[config.mk]
export PLATFORM = sky130hd
export DESIGN_NAME = mux_scan_ctrl_flat
export DESIGN_NICKNAME = d
export VERILOG_FILES = /design/src/rtl/mux_scan_pkg.sv /design/src/rtl/mux_scan_ctrl_if.sv /design/src/rtl/mux_scan_ctrl.sv /design/src/flat_wrapper.sv
export SDC_FILE = /design/constraint.sdc
export NUM_CORES = 1
export LEC_CHECK = 0
export BUFFER_PORTS_ARGS = -buffer_cell sky130_fd_sc_hd__buf_2
export CAP_MARGIN = 20
export CORE_UTILIZATION = 53
export DETAILED_ROUTE_END_ITERATION = 10
export PLACE_DENSITY_LB_ADDON = 0.12
export SYNTH_ARGS = -nofsm -noshare
export SYNTH_HDL_FRONTEND = slang
export SYNTH_SLANG_ARGS = --single-unit
export TNS_END_PERCENT = 100
[constraint.sdc]
create_clock -name clk -period 3.8 [get_ports clk]
set_clock_uncertainty 0.2 [all_clocks]
set_input_delay 0.76 -clock clk [delete_from_list [all_inputs] [get_ports clk]]
set_output_delay 0.76 -clock clk [all_outputs]
set_load 0.05 [all_outputs]
[src/rtl/mux_scan_pkg.sv]
// Shared constants and state encoding for the 16:1 selector scan controller.
package mux_scan_pkg;
    localparam int N_SEL = 16;
    localparam int SEL_W = 4;
    localparam int CNT_W = 4;

    typedef enum logic [1:0] {
        ST_IDLE   = 2'd0,
        ST_SETTLE = 2'd1,
        ST_OUT    = 2'd2,
        ST_PAR    = 2'd3
    } state_e;

    function automatic logic [SEL_W-1:0] end_sel(input bit high);
        return high ? SEL_W'(N_SEL - 1) : '0;
    endfunction
endpackage

[src/rtl/mux_scan_ctrl_if.sv]
// Word input, selector drive/return and serial bit output of the scan controller.
interface mux_scan_ctrl_if;
    import mux_scan_pkg::*;

    logic [N_SEL-1:0] word_i;
    logic             word_valid;
    logic             word_ready;
    logic [N_SEL-1:0] word_o;
    logic [SEL_W-1:0] sel_o;
    logic             mux_i;
    logic             bit_o;
    logic             bit_valid;
    logic             bit_ready;
    logic             bit_last;
    logic             busy;
    logic             mismatch_o;

    modport slave (
        input  word_i, word_valid, mux_i, bit_ready,
        output word_ready, word_o, sel_o, bit_o, bit_valid, bit_last, busy, mismatch_o
    );

    modport master (
        output word_i, word_valid, mux_i, bit_ready,
        input  word_ready, word_o, sel_o, bit_o, bit_valid, bit_last, busy, mismatch_o
    );
endinterface

[src/rtl/mux_scan_ctrl.sv]
// Steps a 16:1 selector through all codes, samples its return bit and streams it out serially.
// Optional trailing even-parity bit when MUX_SCAN_PARITY_EN is defined.
module mux_scan_ctrl
    import mux_scan_pkg::*;
#(
    parameter int SETTLE_CYC = 1,
    parameter bit DESCEND    = 1'b0
) (
    input  logic           clk,
    input  logic           rst,
    mux_scan_ctrl_if.slave bus
);

`ifdef MUX_SCAN_PARITY_EN
    localparam bit PAR_EN = 1'b1;
`else
    localparam bit PAR_EN = 1'b0;
`endif

    localparam logic [SEL_W-1:0] SEL_FIRST = end_sel(DESCEND);
    localparam logic [SEL_W-1:0] SEL_LAST  = end_sel(!DESCEND);
    // Terminal count gives SETTLE_CYC+1 cycles of stable selector inputs before sampling.
    localparam logic [CNT_W-1:0] CNT_END   = CNT_W'(SETTLE_CYC);

    state_e           state;
    logic [CNT_W-1:0] cnt;
    logic [N_SEL-1:0] word_q;
    logic [SEL_W-1:0] sel_q;
    logic             bit_q;
    logic             bvld_q;
    logic             last_q;
    logic             mm_q;
    logic             sel_final;
`ifdef MUX_SCAN_PARITY_EN
    logic             par;
`endif

    assign sel_final = (sel_q == SEL_LAST);

    always_ff @(posedge clk) begin
        if (rst) begin
            state  <= ST_IDLE;
            cnt    <= '0;
            word_q <= '0;
            sel_q  <= '0;
            bit_q  <= 1'b0;
            bvld_q <= 1'b0;
            last_q <= 1'b0;
            mm_q   <= 1'b0;
`ifdef MUX_SCAN_PARITY_EN
            par    <= 1'b0;
`endif
        end else begin
            case (state)
                ST_IDLE: begin
                    if (bus.word_valid) begin
                        word_q <= bus.word_i;
                        sel_q  <= SEL_FIRST;
                        mm_q   <= 1'b0;
                        cnt    <= '0;
`ifdef MUX_SCAN_PARITY_EN
                        par    <= 1'b0;
`endif
                        state  <= ST_SETTLE;
                    end
                end
                ST_SETTLE: begin
                    if (cnt == CNT_END) begin
                        bit_q  <= bus.mux_i;
                        bvld_q <= 1'b1;
                        last_q <= sel_final && !PAR_EN;
                        mm_q   <= mm_q | (bus.mux_i != word_q[sel_q]);
`ifdef MUX_SCAN_PARITY_EN
                        par    <= par ^ bus.mux_i;
`endif
                        state  <= ST_OUT;
                    end else begin
                        cnt <= cnt + CNT_W'(1);
                    end
                end
                ST_OUT: begin
                    if (bus.bit_ready) begin
                        bvld_q <= 1'b0;
                        last_q <= 1'b0;
                        if (!sel_final) begin
                            sel_q <= DESCEND ? sel_q - SEL_W'(1) : sel_q + SEL_W'(1);
                            cnt   <= '0;
                            state <= ST_SETTLE;
                        end else begin
`ifdef MUX_SCAN_PARITY_EN
                            bit_q  <= par;
                            bvld_q <= 1'b1;
                            last_q <= 1'b1;
                            state  <= ST_PAR;
`else
                            state  <= ST_IDLE;
`endif
                        end
                    end
                end
                ST_PAR: begin
`ifdef MUX_SCAN_PARITY_EN
                    if (bus.bit_ready) begin
                        bvld_q <= 1'b0;
                        last_q <= 1'b0;
                        state  <= ST_IDLE;
                    end
`else
                    state <= ST_IDLE;
`endif
                end
                default: state <= ST_IDLE;
            endcase
        end
    end

    // Ready is masked while reset is held so every output reads zero during reset.
    assign bus.word_ready = (state == ST_IDLE) && !rst;
    assign bus.busy       = (state != ST_IDLE);
    assign bus.word_o     = word_q;
    assign bus.sel_o      = sel_q;
    assign bus.bit_o      = bit_q;
    assign bus.bit_valid  = bvld_q;
    assign bus.bit_last   = last_q;
    assign bus.mismatch_o = mm_q;

endmodule

[src/flat_wrapper.sv]
// flat-port wrapper written by rule: the top's interface ports become plain ports
module mux_scan_ctrl_flat import mux_scan_pkg::*;
#(
    parameter int SETTLE_CYC = 1,
    parameter bit DESCEND    = 1'b0
)
  (clk, rst, bus_word_i, bus_word_valid, bus_mux_i, bus_bit_ready, bus_word_ready, bus_word_o, bus_sel_o, bus_bit_o, bus_bit_valid, bus_bit_last, bus_busy, bus_mismatch_o);
  mux_scan_ctrl_if bus_i ();
  input  logic clk;
  input  logic rst;
  input wire logic [$bits(bus_i.word_i)-1:0] bus_word_i;
  input wire logic [$bits(bus_i.word_valid)-1:0] bus_word_valid;
  input wire logic [$bits(bus_i.mux_i)-1:0] bus_mux_i;
  input wire logic [$bits(bus_i.bit_ready)-1:0] bus_bit_ready;
  output wire logic [$bits(bus_i.word_ready)-1:0] bus_word_ready;
  output wire logic [$bits(bus_i.word_o)-1:0] bus_word_o;
  output wire logic [$bits(bus_i.sel_o)-1:0] bus_sel_o;
  output wire logic [$bits(bus_i.bit_o)-1:0] bus_bit_o;
  output wire logic [$bits(bus_i.bit_valid)-1:0] bus_bit_valid;
  output wire logic [$bits(bus_i.bit_last)-1:0] bus_bit_last;
  output wire logic [$bits(bus_i.busy)-1:0] bus_busy;
  output wire logic [$bits(bus_i.mismatch_o)-1:0] bus_mismatch_o;
  assign bus_i.word_i = bus_word_i;
  assign bus_i.word_valid = bus_word_valid;
  assign bus_i.mux_i = bus_mux_i;
  assign bus_i.bit_ready = bus_bit_ready;
  assign bus_word_ready = bus_i.word_ready;
  assign bus_word_o = bus_i.word_o;
  assign bus_sel_o = bus_i.sel_o;
  assign bus_bit_o = bus_i.bit_o;
  assign bus_bit_valid = bus_i.bit_valid;
  assign bus_bit_last = bus_i.bit_last;
  assign bus_busy = bus_i.busy;
  assign bus_mismatch_o = bus_i.mismatch_o;
  mux_scan_ctrl #(.SETTLE_CYC(SETTLE_CYC), .DESCEND(DESCEND)) u_core (.clk(clk), .rst(rst), .bus(bus_i));
endmodule
==> reports/metrics.yaml, run 1 <==
status:
  run_status: "complete, no violations"
worst_setup_path:
  crit_type: "in -> out"
  r2r_setup_slack_ns: 1.59
  crit_required_ns: 2.84
  path_delay_family: "buffers and inverters"
  reg2reg_from: "u_core.bus.sel_o[0]"
  cp.arrival_ns: 1.54
  end_kind: "primary output"
  ff2ff_path_depth: 6
  cp_common_cell: "buf_2"
  cpPeakStageDelay_ns: 0.45
  cp_cell_sequence: "buf_2 -> nor2_1 -> buf_2"
  crit_buf_inv: 2
  r2r-end: "u_core.cnt[1]"
  crit_slowest_cell: "buf_2"
  crit_fanout: 32
  crit_path_start_kind: "input pin"
placement:
  place_congestion: 0.781
  portBuffers: 46
  pre_cts_slack_ns: 1.29
  hpwl_um: 2160
  placed_area_mm2: 0.00161
die:
  fp.dieH_um: 53.4
  ios: 47
  row_count: 18
  initial_core_util_pct: 56.5
  die_x_um: 53.4
  coreArea_mm2: 0.00248
  die_area_mm2: 0.00285
yosys:
  ys_top_cells_by_area: "dfxtp_1 43%, nand2_1 11%, a21oi_1 7.9%"
  ys_ff_latch: 30
  synth_top_area_cell: "dfxtp_1"
  synth-edff-count: 0
  syn-num-nets: 189
  synth_cells: 165
  ys.flop_type: "dfxtp_1"
  yosysSeqAreaShare_pct: 42.9
  synth_top_cell_area_share_pct: 42.9
  syn_area_per_cell_um2: 8.48
  ys_types: 39
  async_flop_share_pct: 0
  syn-cell-area_mm2: 0.00140
  synth_warnings: 0
routing:
  via_per_inst: 5.37
  ant_nets: 0
  drtPass1Iterations: 4
  vias: 1279
  wl_per_cell_um: 12.5
  route.detailed.drc: 0
  wirelength_um: 2980
  dr.first_iter.drc_count: 25
global_routing:
  grt_max_degree: 33
  grt.overflow.total: 0
  antenna_found_initial: 0
  grt_pass1_wl_um: 4630
  grt_pass1_vias: 1030
  grtUsageTotal_pct: 23.4
cts:
  root_buffer: "clkbuf_4"
  cts_setup_buffers: 0
  cts_tree: "built"
  cts_resized: 0
  clkSinkCount: 30
  cts_max_path_buffers: 2
  postCtsHoldBufs: 0
  htreeDepth: 2
  clk_pin_slew_ns: 0.10
  cts_buffers: 5
  clock_latency_ns: 0.33
sta:
  setup_viol: 0
  rsz0062_at_grt: "no"
  maxSlewViolCount: 0
  min_period_over_period_pct: 65.8
  finalSetupTns_ns: 0
  relSlewSlack_pct: 53.4
  setup_ws_ns: 1.30
  finalHoldViolations: 0
  min_period_ns: 2.50
  fmax_ghz: 0.400
  tightest_slew_ns: 0.699
layout:
  nFillCells: 205
  mostFrequentLayoutCell: "buf_2"
  mostFrequentLayoutCells: "46 x buf_2, 40 x nand2_1, 30 x dfxtp_1"
  diodes: 0
  nNetsFinal: 231
  syn_to_final_growth_pct: 23.0
  drive_above_1_share_pct: 29.8
  fin_area_mm2: 0.00172
power_and_ir_drop:
  power_density_mw_per_mm2: 463
  swShare_pct: 26.5
  power.share.clock_pct: 42.0
  p_int_mw: 0.586
  p_leak_nw: 0.756
  comb_power_share_pct: 15.4
  p_switching_mw: 0.211
  vdd_drop_max_mv: 0.389
  p_seq_share_pct: 42.6
min_path:
  holdPathStages: 2
  min_path_type: "reg -> reg"
  min_from: "u_core.bus.bit_valid"
  timing.hold.worst_endpoint: "u_core.bus.bit_valid"
run:
  cap_violations: 0
==> cells by family (layout without fill, tap and decap cells) <==
family | after synthesis | count (layout) | share of synthesized area (%)
AO/OA/AOI/OAI | 31 | 31 | 13.5
XOR/XNOR | 3 | 3 | 1.88
adder cells (fa/ha/maj) | 3 | 3 | 2.68
buffers and inverters | 15 | 58 | 5.19
flip-flops | 30 | 30 | 42.9
multiplexers | 9 | 9 | 9.57
AND/OR/NAND/NOR | 74 | 74 | 24.2
==> sequential cells by signal, summed over array words and instances (netlist names) <==
signal                 cells
u_core.bus.bit_last        1
u_core.bus.bit_o           1
u_core.bus.bit_valid       1
u_core.bus.mismatch_o      1
u_core.bus.sel_o           4
u_core.bus.word_o         16
u_core.cnt                 4
u_core.state               2
==> cell type report <==
class | instances | area [um^2] | share of cell area (%)
Clock buffer | 6 | 51.3 | 2.98
Clock inverter | 2 | 60.1 | 3.49
Inverter | 4 | 15.0 | 0.873
Multi-Input combinational cell | 120 | 726 | 42.2
Sequential cell | 30 | 601 | 34.9
Tap cell | 30 | 37.5 | 2.18
Timing Repair Buffer | 46 | 230 | 13.4
==> Yosys cell counts, types with 2 or more instances <==
cell type  instances
a21oi_1           22
inv_1              4
dfxtp_1           30
nand3_1            5
mux4_2             2
nand2b_1           4
nor3_1             3
nor2_1            11
clkbuf_1           4
mux2i_1            4
nand2_1           40
a31oi_1            2
or3_1              2
ha_1               3
buf_2              4
xor2_1             2
==> power groups by stage <==
| stage | logic [mW] | registers, mW | clock network [mW] |
|---|---|---|---|
| global placement | 0.120 | 0.346 | 0 |
| finish | 0.123 | 0.340 | 0.335 |
| detailed placement | 0.123 | 0.347 | 0 |
| global route | 0.133 | 0.343 | 0.357 |
| floorplan | 0.0553 | 0.383 | 0 |
| CTS | 0.123 | 0.340 | 0.340 |
==> per-stage QoR <==
step                      std cells  util [%]  hold slack, ns  total power [mW]
after global routing            238      69.4           0.286             0.832
after floorplan                 165         -           0.262             0.438
after detailed placement        230      64.9           0.245             0.470
after CTS                       238      69.4           0.258             0.804
final                           238      69.4           0.255             0.797
after global placement          230      64.9           0.241             0.466
==> worst min-delay path: stages (launching register included) <==
cell,delay [ns]
dfxtp_1,0.32
nand2_1,0.05
a21oi_1,0.05
==> worst max-delay path by stage <==
stage	startpoint	to	slack, ns	cells after the start
global placement	rst	bus_word_ready	1.31	3
floorplan	rst	bus_word_ready	1.22	2
detailed placement	rst	bus_word_ready	1.29	3
finish	rst	bus_word_ready	1.30	3
global route	rst	bus_word_ready	1.22	3
CTS	rst	bus_word_ready	1.29	3
==> per-layer routing <==
metal  vias to the layer above  GRT usage (%)  wire length (um)
met4                         0           5.26                22
li1                        645              -                 -
met3                         4           10.3               186
met2                        40           38.8              1470
met5                         -              0                 0
met1                       590           27.4              1300
No activity file was read; power rests on OpenSTA's default activity.
==> run 2: changes to the inputs <==
- CORE_UTILIZATION: 53 -> 49
- clock period: 3.8 -> 2.5 ns (I/O delays scaled with it)
==> reports/metrics.yaml, run 2 (synthesis results as in run 1) <==
layout:
  mostFrequentLayoutCell: "buf_2"
  syn_to_final_growth_pct: 21.8
  largest_reg_flops: 16  # unchanged
  fin_area_mm2: 0.00170  # -0.95%
  diodes: 0  # unchanged
  mostFrequentLayoutCells: "46 x buf_2, 40 x nand2_1, 30 x dfxtp_1"
  nNetsFinal: 233  # +0.87%
  drive_above_1_share_pct: 30.5  # +0.67 points
routing:
  ant_nets: 0  # unchanged
  vias: 1324  # +3.5%
  wl_per_cell_um: 13.1  # +5.0%
  dr.first_iter.drc_count: 36  # +44%
  via_per_inst: 5.49  # +2.2%
  wirelength_um: 3170  # +6.3%
  route.detailed.drc: 0  # unchanged
  drtPass1Iterations: 6  # +2
worst_setup_path:
  crit_slowest_cell: "dfxtp_1"
  cp_cell_sequence: "ha_1 -> and3_1 -> o32ai_2 -> nand2_1 -> or3_1 -> a21oi_1"
  crit_fanout: 10  # -69%
  crit_required_ns: 2.57  # -0.27 ns
  cp.arrival_ns: 2.24  # +0.70 ns
  r2r_setup_slack_ns: 0.32  # -1.27 ns
  r2r-end: "u_core.cnt[1]"
  path_delay_family: "simple AND/OR/NAND/NOR gates"
  ff2ff_path_depth: 6  # unchanged
  crit_path_start_kind: "register"
  crit_buf_inv: 0  # -2
  crit_type: "reg -> reg"
  end_kind: "register"
  cpPeakStageDelay_ns: 0.45  # about the same
  reg2reg_from: "u_core.bus.sel_o[0]"
cts:
  cts_setup_buffers: 0  # unchanged
  root_buffer: "clkbuf_4"
  clkSinkCount: 30  # unchanged
  cts_resized: 0  # unchanged
  htreeDepth: 2  # unchanged
  postCtsHoldBufs: 0  # unchanged
  clk_pin_slew_ns: 0.10  # about the same
  clock_latency_ns: 0.33  # about the same
  cts_max_path_buffers: 2  # unchanged
  cts_tree: "built"
  cts_buffers: 5  # unchanged
power_and_ir_drop:
  power_density_mw_per_mm2: 626  # +35%
  vdd_drop_max_mv: 0.468  # +20%
  p_leak_nw: 0.752  # -0.54%
global_routing:
  grt_use_met2_pct: 37.0  # -1.7 points
  grtUsageTotal_pct: 22.3  # -1.1 points
  use_met3_pct: 7.96  # -2.4 points
  antenna_found_initial: 0  # unchanged
  grt_max_degree: 32  # -3.0%
  grt_use_met1_pct: 24.9  # -2.6 points
  busiest_layer: "met2"
  grt_pass1_vias: 1223  # +19%
  grt.overflow.total: 0  # unchanged
  grt_pass1_wl_um: 5280  # +14%
sta:
  min_period_over_period_pct: 87.2
  relSlewSlack_pct: 64.8  # +11 points
  tightest_slew_ns: 0.527  # -0.172 ns
  min_period_ns: 2.18
  fmax_ghz: 0.459
  maxSlewViolCount: 0  # unchanged
  finalHoldViolations: 0  # unchanged
  finalSetupTns_ns: 0  # unchanged
  rsz0062_at_grt: "no"
  hold_ws_ns: 0.192  # -0.0632 ns
  setup_viol: 0  # unchanged
min_path:
  min_from: "bus_word_i[2]"
  holdPathStages: 3  # +1
  timing.hold.worst_endpoint: "u_core.bus.word_o[2]"
  min_path_type: "in -> reg"
placement:
  hpwl_um: 2300  # +6.7%
  placed_area_mm2: 0.00163  # +1.0%
  place_congestion: 0.766  # -2.0%
  portBuffers: 46  # unchanged
die:
  fp.dieH_um: 55.4  # +3.9%
  coreArea_mm2: 0.00273  # +10%
  die_x_um: 55.4  # +3.9%
  ios: 47  # unchanged
  row_count: 19  # +1
  die_area_mm2: 0.00307  # +7.8%
  initial_core_util_pct: 51.2  # -5.3 points
run:
  cap_violations: 0  # unchanged
status:
  run_status: "complete, no violations"
[run 2: cell types whose count changed in the layout (fill, tap and decap cells not counted)]
cell / before / now
clkbuf_8: 1 / 3
buf_4: 0 / 2
bufinv_16: 2 / 0
[run 2: worst reg2reg max path, cell delays in order, from the launching register on]
cell and delay (ns):
dfxtp_1 0.45, ha_1 0.30, and3_1 0.20, o32ai_2 0.30, nand2_1 0.17, or3_1 0.34
a21oi_1 0.15
[run 2: area by class of cell]
cell class | count | area [um^2]
clock buffers | 8 | 78.8
flip-flops and latches | 30 | 601
well taps | 31 | 38.8
inverters | 4 | 15.0
fillers | 265 | 1030
repair buffers | 48 | 245
multi-input cells | 120 | 726
[run 2: worst max-delay path by stage]
| stage | startpoint | slack [ns] | endpoint | cells past startpoint |
|---|---|---|---|---|
| 2_1_floorplan | u_core.bus.sel_o[0] | 0.26 | u_core.bus.mismatch_o | 6 |
| 3_3_place_gp | u_core.bus.sel_o[0] | 0.43 | u_core.cnt[1] | 6 |
| 3_5_place_dp | u_core.bus.sel_o[0] | 0.36 | u_core.cnt[1] | 6 |
| 4_1_cts | u_core.bus.sel_o[0] | 0.33 | u_core.cnt[1] | 6 |
| 5_1_grt | u_core.bus.sel_o[0] | 0.17 | u_core.cnt[1] | 6 |
| 6_report | u_core.bus.sel_o[0] | 0.32 | u_core.cnt[1] | 6 |
[run 2: per-stage QoR]
stage | setup slack [ns] | cells | util [%] | total power, mW
global placement | 0.432 | 233 | 59.5 | 0.714
finish | 0.321 | 241 | 62.3 | 1.07
floorplan | 0.263 | 165 | - | 0.666
global route | 0.175 | 241 | 62.3 | 1.12
CTS | 0.328 | 241 | 62.3 | 1.08
detailed placement | 0.359 | 233 | 59.5 | 0.720
[run 2: per-layer routing]
layer / wire (um) / up-vias
met2: 1580 / 50
met1: 1290 / 609
li1: - / 653
met5: 0 / -
met3: 193 / 12
met4: 107 / 0
[run 2: report_power, final]
part | switching, mW | internal [mW] | leakage, nW
combinational | 0.134 | 0.0559 | 0.462
sequential | 0.0204 | 0.498 | 0.245
clock | 0.167 | 0.192 | 0.0446
total | 0.321 | 0.746 | 0.752
==> run 3: changes to the inputs <==
- CTS_BUF_LIST: default -> sky130_fd_sc_hd__clkbuf_8 sky130_fd_sc_hd__clkbuf_16
==> reports/metrics.yaml, run 3 (synthesis results as in run 1) <==
placement:
  placed_area_mm2: 0.00163  # unchanged
  portBuffers: 46  # unchanged
  place_congestion: 0.766  # unchanged
  hpwl_um: 2300  # unchanged
  pre_cts_slack_ns: 0.359  # unchanged
cts:
  cts_tree: "built"
  clk_pin_slew_ns: 0.06  # -0.04 ns
  postCtsHoldBufs: 0  # unchanged
  clkSinkCount: 30  # unchanged
  cts_buffers: 5  # unchanged
  cts_max_path_buffers: 2  # unchanged
  root_buffer: "clkbuf_8"
  htreeDepth: 2  # unchanged
  cts_resized: 0  # unchanged
  clock_latency_ns: 0.28  # -0.05 ns
  cts_setup_buffers: 0  # unchanged
run:
  cap_violations: 0  # unchanged
min_path:
  min_path_type: "in -> reg"
worst_setup_path:
  crit_required_ns: 2.51  # -0.06 ns
  cp.arrival_ns: 2.19  # -0.05 ns
  cp_cell_sequence: "ha_1 -> and3_1 -> o32ai_2 -> nand2_1 -> or3_1 -> a21oi_1"
  crit_fanout: 10  # unchanged
  crit_slowest_cell: "dfxtp_1"
  crit_type: "reg -> reg"
  crit_path_start_kind: "register"
  cpPeakStageDelay_ns: 0.44  # about the same
  end_kind: "register"
routing:
  drtPass1Iterations: 7  # +1
  via_per_inst: 5.44  # -1.1%
  route.detailed.drc: 0  # unchanged
  wirelength_um: 3130  # -1.2%
  vias: 1310  # -1.1%
  dr.first_iter.drc_count: 34  # -5.6%
  ant_nets: 0  # unchanged
  wl_per_cell_um: 13.0  # -1.2%
sta:
  finalHoldViolations: 0  # unchanged
  min_period_ns: 2.18  # -0.000337 ns
  fmax_ghz: 0.459  # about the same
  hold_ws_ns: 0.250  # +0.0582 ns
  maxSlewViolCount: 0  # unchanged
  setup_ws_ns: 0.321  # +0.000337 ns
  setup_viol: 0  # unchanged
  relSlewSlack_pct: 65.0  # +0.19 points
  min_period_over_period_pct: 87.1  # about the same
  tightest_slew_ns: 0.524  # -0.00290 ns
  finalSetupTns_ns: 0  # unchanged
  rsz0062_at_grt: "no"
power_and_ir_drop:
  p_int_mw: 0.833  # +12%
  vdd_drop_max_mv: 0.553  # +18%
  swShare_pct: 28.5  # -1.6 points
  power_density_mw_per_mm2: 671  # +7.2%
  power.share.clock_pct: 39.2  # +5.6 points
  comb_power_share_pct: 16.2  # -1.6 points
  p_seq_share_pct: 44.6  # -4.0 points
  p_leak_nw: 0.764  # +1.7%
  p_switching_mw: 0.332  # +3.4%
layout:
  nNetsFinal: 233  # unchanged
  largest_reg_flops: 16  # unchanged
  fin_area_mm2: 0.00174  # +1.8%
  syn_to_final_growth_pct: 24.1
  nFillCells: 257  # -3.0%
  postLayoutCoreUtil_pct: 63.5  # +1.1 points
  drive_above_1_share_pct: 30.5  # unchanged
  mostFrequentLayoutCells: "46 x buf_2, 40 x nand2_1, 30 x dfxtp_1"
  mostFrequentLayoutCell: "buf_2"
  diodes: 0  # unchanged
die:
  fp.dieH_um: 55.4  # unchanged
  coreArea_mm2: 0.00273  # unchanged
  ios: 47  # unchanged
  row_count: 19  # unchanged
  die_x_um: 55.4  # unchanged
  die_area_mm2: 0.00307  # unchanged
  initial_core_util_pct: 51.2  # unchanged
global_routing:
  grt_max_degree: 32  # unchanged
  grtUsageTotal_pct: 22.1  # -0.20 points
  grt_pass1_wl_um: 5210  # -1.3%
  grt_pass1_vias: 1220  # -0.25%
  grt.overflow.total: 0  # unchanged
  antenna_found_initial: 0  # unchanged
status:
  run_status: "complete, no violations"
[run 3: changes by cell type in the layout (fill, tap and decap cells not counted)]
cell,delta
clkbuf_4,-5
clkbuf_8,+5
[run 3: power by group through the flow]
stage / combinational, mW / clock, mW / sequential (mW)
after floorplan: 0.0841 / 0 / 0.581
after global placement: 0.186 / 0 / 0.528
after detailed placement: 0.190 / 0 / 0.530
after CTS: 0.190 / 0.464 / 0.520
after global routing: 0.203 / 0.484 / 0.523
final: 0.189 / 0.456 / 0.519
[run 3: area by class of cell]
cell class	count	area, um^2	share of cell area [%]
multi-input combinational	120	726	41.8
sequential	30	601	34.6
timing repair buffer	48	245	14.1
clock buffer	8	110	6.34
tap	31	38.8	2.24
inverter	4	15.0	0.865
[run 3: critical path: cells and delay by family (launching register included)]
family	cells	cell delay, ns
and+or+nand+nor	3	0.71
AOI/OAI and AO/OA	2	0.46
DFF	1	0.44
adders and majority gates	1	0.30
[run 3: worst paths after layout]
| path | startpoint | endpoint | slack, ns | depth (start not counted) |
|---|---|---|---|---|
| worst max-delay path | u_core.bus.sel_o[0] | u_core.cnt[1] | 0.32 | 6 |
| worst min-delay path | bus_word_i[6] | u_core.bus.word_o[6] | 0.25 | 3 |
| worst max register to register | u_core.bus.sel_o[0] | u_core.cnt[1] | 0.32 | 6 |
| worst min register to register | u_core.bus.bit_valid | u_core.bus.bit_valid | 0.26 | 2 |
[run 3: layer usage]
metal | vias up | GRT usage (%) | wire length (um)
li1 | 652 | - | -
met1 | 604 | 24.9 | 1300
met2 | 41 | 36.3 | 1540
met3 | 13 | 5.62 | 155
met4 | 0 | 15.7 | 134
met5 | - | 0 | 0
[run 3: through the flow]
| step | power (mW) | instances |
|---|---|---|
| after floorplan | 0.666 | 165 |
| after global placement | 0.714 | 233 |
| after detailed placement | 0.720 | 233 |
| after CTS | 1.17 | 241 |
| after global routing | 1.21 | 241 |
| final | 1.16 | 241 |
